`src/rtl/serializer.sv`:
```
// Parallel-to-serial converter: sends the top L bits of a captured word MSB first with a valid strobe.
// Optional SERIALIZER_BACK_TO_BACK_EN lets a new word be accepted in the cycle carrying the last bit.
module serializer #(
  parameter  int DATA_W = 16,
  localparam int MOD_W  = $clog2(DATA_W)
) (
  input  logic              clk_i,
  input  logic              arst_n_i,
  input  logic [DATA_W-1:0] data_i,
  input  logic [MOD_W-1:0]  data_mod_i,
  input  logic              data_val_i,
  output logic              ser_data_o,
  output logic              ser_data_val_o,
  output logic              busy_o
);

  typedef enum logic [0:0] {
    IDLE  = 1'b0,
    SHIFT = 1'b1
  } state_e;

  localparam logic [MOD_W:0] CNT_ONE  = (MOD_W+1)'(1);
  localparam logic [MOD_W:0] CNT_FULL = (MOD_W+1)'(DATA_W);

  state_e            state_q, state_d;
  logic [DATA_W-1:0] shift_q, shift_d;
  logic [MOD_W:0]    cnt_q,   cnt_d;
  logic              accept_s;
  logic              busy_s;
  logic              ser_bit_s;
  logic              ser_val_s;
  logic [MOD_W:0]    load_len_s;

  // State and datapath registers with asynchronous clear
  always_ff @(posedge clk_i or negedge arst_n_i) begin
    if (!arst_n_i) begin
      state_q <= IDLE;
      shift_q <= {DATA_W{1'b0}};
      cnt_q   <= {(MOD_W+1){1'b0}};
    end else begin
      state_q <= state_d;
      shift_q <= shift_d;
      cnt_q   <= cnt_d;
    end
  end

  // Next-state and datapath update
  always_comb begin
    state_d    = state_q;
    shift_d    = shift_q;
    cnt_d      = cnt_q;
    accept_s   = data_val_i && !busy_s;
    // A zero bit count stands for a full word, so zero is never loaded
    load_len_s = (data_mod_i == {MOD_W{1'b0}}) ? CNT_FULL : {1'b0, data_mod_i};
    case (state_q)
      IDLE: begin
        if (accept_s) begin
          state_d = SHIFT;
          shift_d = data_i;
          cnt_d   = load_len_s;
        end else begin
          state_d = IDLE;
        end
      end
      SHIFT: begin
        if (cnt_q == CNT_ONE) begin
          if (accept_s) begin
            state_d = SHIFT;
            shift_d = data_i;
            cnt_d   = load_len_s;
          end else begin
            state_d = IDLE;
            shift_d = {DATA_W{1'b0}};
            cnt_d   = {(MOD_W+1){1'b0}};
          end
        end else begin
          shift_d = {shift_q[DATA_W-2:0], 1'b0};
          cnt_d   = cnt_q - CNT_ONE;
        end
      end
      default: begin
        state_d = IDLE;
        shift_d = {DATA_W{1'b0}};
        cnt_d   = {(MOD_W+1){1'b0}};
      end
    endcase
  end

  // Outputs decoded from registered state only
  always_comb begin
    ser_val_s = 1'b0;
    ser_bit_s = 1'b0;
    busy_s    = 1'b0;
    case (state_q)
      IDLE: begin
        ser_val_s = 1'b0;
        ser_bit_s = 1'b0;
        busy_s    = 1'b0;
      end
      SHIFT: begin
        ser_val_s = 1'b1;
        ser_bit_s = shift_q[DATA_W-1];
`ifdef SERIALIZER_BACK_TO_BACK_EN
        busy_s    = (cnt_q != CNT_ONE);
`else
        busy_s    = 1'b1;
`endif
      end
      default: begin
        ser_val_s = 1'b0;
        ser_bit_s = 1'b0;
        busy_s    = 1'b0;
      end
    endcase
  end

  assign ser_data_o     = ser_bit_s;
  assign ser_data_val_o = ser_val_s;
  assign busy_o         = busy_s;

endmodule

```
`config.mk`:
```
export PLATFORM = sky130hd
export DESIGN_NAME = serializer
export DESIGN_NICKNAME = d
export VERILOG_FILES = /design/src/rtl/serializer.sv
export SDC_FILE = /design/constraint.sdc
export NUM_CORES = 1
export LEC_CHECK = 0
export ABC_AREA = 1
export CAP_MARGIN = 20
export CORE_MARGIN = 5
export CORE_UTILIZATION = 49
export DETAILED_ROUTE_END_ITERATION = 10
export PLACE_DENSITY = 0.77
export SYNTH_ARGS = -nofsm -noshare
export SYNTH_HDL_FRONTEND = slang
export SYNTH_SLANG_ARGS = --single-unit
export TNS_END_PERCENT = 100
```
`constraint.sdc`:
```
create_clock -name clk_i -period 1.7 [get_ports clk_i]
set_clock_uncertainty 0.05 [all_clocks]
set_input_delay 0.425 -clock clk_i [delete_from_list [all_inputs] [get_ports clk_i]]
set_output_delay 0.425 -clock clk_i [all_outputs]
set_load 0.1 [all_outputs]
```
# Word level (Yosys, flattened, before mapping)
# Index checks and enable logic that the tools add are counted.
# word_totals
regBits	22
output_inout_bits	3
in_bits	23
# classes
bitwise	1
reduce_logical	3
n_eq_ne	2
mux	14
n_addsub	1
# ops
operator	n
16-bit 2-to-1 mux	3
16-bit one-hot mux with 2 select lines	1
5-bit 2-to-1 mux	4
5-bit one-hot mux with 2 select lines	1
1-bit one-hot mux with 2 select lines	3
5-bit by 1-bit equality test with 1-bit output (second input constant)	1
5-bit by 1-bit subtractor with 5-bit output (second input constant)	1
4-bit logical NOT	1
1-bit 2-to-1 mux	2
2-bit != test (second input constant)	1
1-bit logical AND	1
1-bit logical NOT	1
1-bit NOT	1

# Depth between registers and ports, before layout
# logic_depth
depth_word	7
depth_mapped	8
ltp_nobuf	7

# Worst setup path after synthesis
# Ideal clock, no wire load.
# synth_path
kind	register to output
from	register state_q
to	output ser_data_o
stages_incl_launch_ff	3
slack_ns	-0.531
required_ns	1.225
arrival_ns	1.756
path_buffers	0
cell_sequence	dfrtp_1 -> nand2_1 -> inv_1
# synth_between
elab_chain_cells	2
# synth_lines
element	line	rtl
from (decl)	25	state_e state_q, state_d;
from (signal assigned)	41	state_q <= state_d;
1-bit NOT	94	case (state_q)
1-bit one-hot mux with 2 select lines (*)	94	
to (decl)	12	output logic ser_data_o,
# Every way passes the cells marked *; elsewhere a longest branch is shown, timed or not.

# Worst setup path in the final report
# layout_path
from	register state_q
to	output ser_data_val_o
# layout_between
elab_chain_cells	2
# layout_lines
element	line	rtl
1-bit NOT	94	
1-bit one-hot mux with 2 select lines (*)	94	
to (decl)	13	output logic ser_data_val_o,
# Marks and branches as above.

==> results_dict.tcl <==
set metrics [dict create \
    status "complete, no violations" \
    max_slew_margin_pct 66.7 \
    ys_types 18 \
    cts_made_buffers 3 \
    cpLargestDelayFamily "flip-flops" \
    cts_buffer_depth 2 \
    crit_fanout 5 \
    drv_slew 0 \
    place_congestion 0.787 \
    portBuffers 25 \
    drt_first_iter_violations 18 \
    drcViolationCount 0 \
    globalRoute.totalOverflow 0 \
    maxCapViolations 0 \
    combPwrFrac_pct 52.3 \
    reg2regPathDepth 7 \
    critPathLaunchType "flop" \
    yosys-top-cells-area "dfrtp_1, nand2_1, inv_1" \
    vias 1093 \
    syn_avg_cell_area_um2 6.80 \
    post-route-period-util_pct 96.5 \
    grt_pass1_wl_um 4610 \
    post-route-min-period_ns 1.64 \
    postSynthCellCount 178 \
    die_w_um 59.7 \
    dp.final_hpwl_um 1930 \
    rr_startpoint "cnt_q[1]" \
    leakage_nw 0.872 \
    ctsHoldBuffers 0 \
    wl_per_cell_um 10.8 \
    top_usage_layer "met2" \
    cts.clk_slew.worst_paths_ns 0.12 \
    htreeDepth 1 \
    finalHoldViolations 0 \
    cts_num_sinks 22 \
    rsz0062_at_grt "no" \
    arrival_ns 1.17 \
    ir_worst_vdd_mv 1.40 \
    drt-total-wl_um 2570 \
    grt_max_degree 23 \
    synth_area_um2 1210 \
    swShare_pct 45.1 \
    cts_root_buf "clkbuf_4" \
    cp-end-kind "primary output" \
    rows 18 \
    die-area_um2 3570 \
    gr-usage-met2_pct 30.9 \
    drive_above_1_share_pct 10.6 \
    hp-class "in2async" \
    cts_tree "yes" \
    start_util_pct 50.3 \
    cp_slowest_cell "dfrtp_4" \
    r2r-end "shift_q[6]" \
    clock_latency_ns 0.31 \
    fp.dieH_um 59.7 \
    grt_use_met3_pct 2.81 \
    tightest_slew_ns 0.499 \
    area_growth_pct 31.2 \
    crit_type "reg2out" \
    r2r_slack_ns 0.23 \
    grt_antenna_before_repair 0 \
    avgViaCountPerCell 4.59 \
    synth_nets 203 \
    firstDrtPassIters 4 \
    setup_viol 0 \
    ant_nets 0 \
    placed_area_um2 1540 \
    fin_nets 234 \
    crit_buf_inv 2 \
    critPathRequiredTime_ns 1.22 \
    grt_use_met1_pct 19.2 \
    final_cell_area_um2 1590 \
    grt.total_usage_pct 17.2 \
    n_antenna_cell 0 \
    clkPwrFrac_pct 12.0 \
    ys_seq_elements 22 \
    synth_top_area_cell "dfrtp_1" \
    switchingPower_mw 1.11 \
    synth_top_cell_area_share_pct 45.5 \
    p_per_area_nw_per_um2 1550 \
    io_pins 26 \
    max_stage_delay_ns 0.50 \
    total_power_mw 2.46 \
    yosysSeqAreaShare_pct 45.5 \
    p_int_mw 1.35 \
    yosysWarnings 0 \
    holdWs_ns 0.396 \
    coreArea_um2 2410 \
    seqPwrFrac_pct 35.8 \
    fmax_ghz 0.609 \
    grt_pass1_vias 1099 \
    path_cells "buf_4 > buf_12" \
]
## registers in the layout (all words and copies together) (netlist names)
| signal | count |
|---|---|
| cnt_q | 5 |
| shift_q | 16 |
| state_q | 1 |
## power groups by stage
stage	sequential [mW]	clock [mW]	combinational, mW
finish	0.880	0.295	1.29
detailed placement	0.916	0	1.22
CTS	0.873	0.294	1.30
floorplan	0.948	0	0.850
global route	0.907	0.319	1.46
global placement	0.910	0	1.18
## Yosys cell counts
cell type,instances
buf_4,4
a22o_1,1
a21oi_2,1
buf_2,1
inv_1,28
inv_2,2
dfrtp_1,22
nand2b_1,1
nor2_2,1
ha_1,2
nor2_1,8
nand2_1,99
nand3_1,2
buf_6,1
nor2_4,1
o21ai_0,1
xor2_1,1
o21ai_1,2
## cell usage in the layout, fill, tap and decap left out, types with 2 or more instances in the layout
cell / n
dfrtp_1: 21
ha_1: 2
o21ai_1: 2
nand3_1: 2
nor2_1: 8
buf_4: 7
clkbuf_4: 3
nand2_1: 98
inv_2: 2
clkdlybuf4s50_1: 22
buf_12: 3
inv_1: 27
## area by class of cell
type | instances | area [µm²]
fillers | 205 | 821
flip-flops and latches | 22 | 554
multi-input cells | 120 | 512
repair buffers | 32 | 333
inverters | 30 | 116
well taps | 30 | 37.5
clock buffers | 4 | 36.3
## worst max path at each step
stage,startpoint,end,slack (ns),cells past startpoint
2_1_floorplan,state_q,ser_data_o,0.02,2
3_3_place_gp,cnt_q[0],shift_q[3],0.06,6
3_5_place_dp,cnt_q[1],shift_q[2],-0.003,7
4_1_cts,state_q,ser_data_o,0.04,3
5_1_grt,state_q,ser_data_val_o,0.02,2
6_report,state_q,ser_data_val_o,0.06,2
## what timing repair did
| item | in CTS | in global routing |
|---|---|---|
| buffers inserted | 1 | 0 |
| gates cloned | 0 | 0 |
| gates resized for setup | 1 | 1 |
| setup endpoints to repair | 7 | 1 |
## per-stage QoR
stage,cells,setup TNS (ns),utilization (%),setup slack [ns]
3_3_place_gp,233,0,63.7,0.0576
5_1_grt,238,0,65.9,0.0208
3_5_place_dp,233,-0.00625,63.7,-0.00346
4_1_cts,238,0,65.8,0.0386
2_1_floorplan,178,0,-,0.0248
6_report,238,0,65.9,0.0592
## routing by layer
layer  routed length, µm  share of wire [%]
met1                1060                 41
met2                1330                 52
met3                 130                5.1
met4                  51                2.0
met5                   0                  0
## cells by family (layout without fill, tap and decap cells)
kind of cell | count (synthesis) | in the layout | synth area share [%]
buffers and inverters | 36 | 66 | 13.1
DFF | 22 | 22 | 45.5
AOI/OAI and AO/OA | 5 | 5 | 2.69
and+or+nand+nor | 112 | 112 | 36.0
xor gates and xnor gates | 1 | 1 | 0.723
adders and majority gates | 2 | 2 | 2.07
Note: power is estimated with default switching activity, not from simulation.
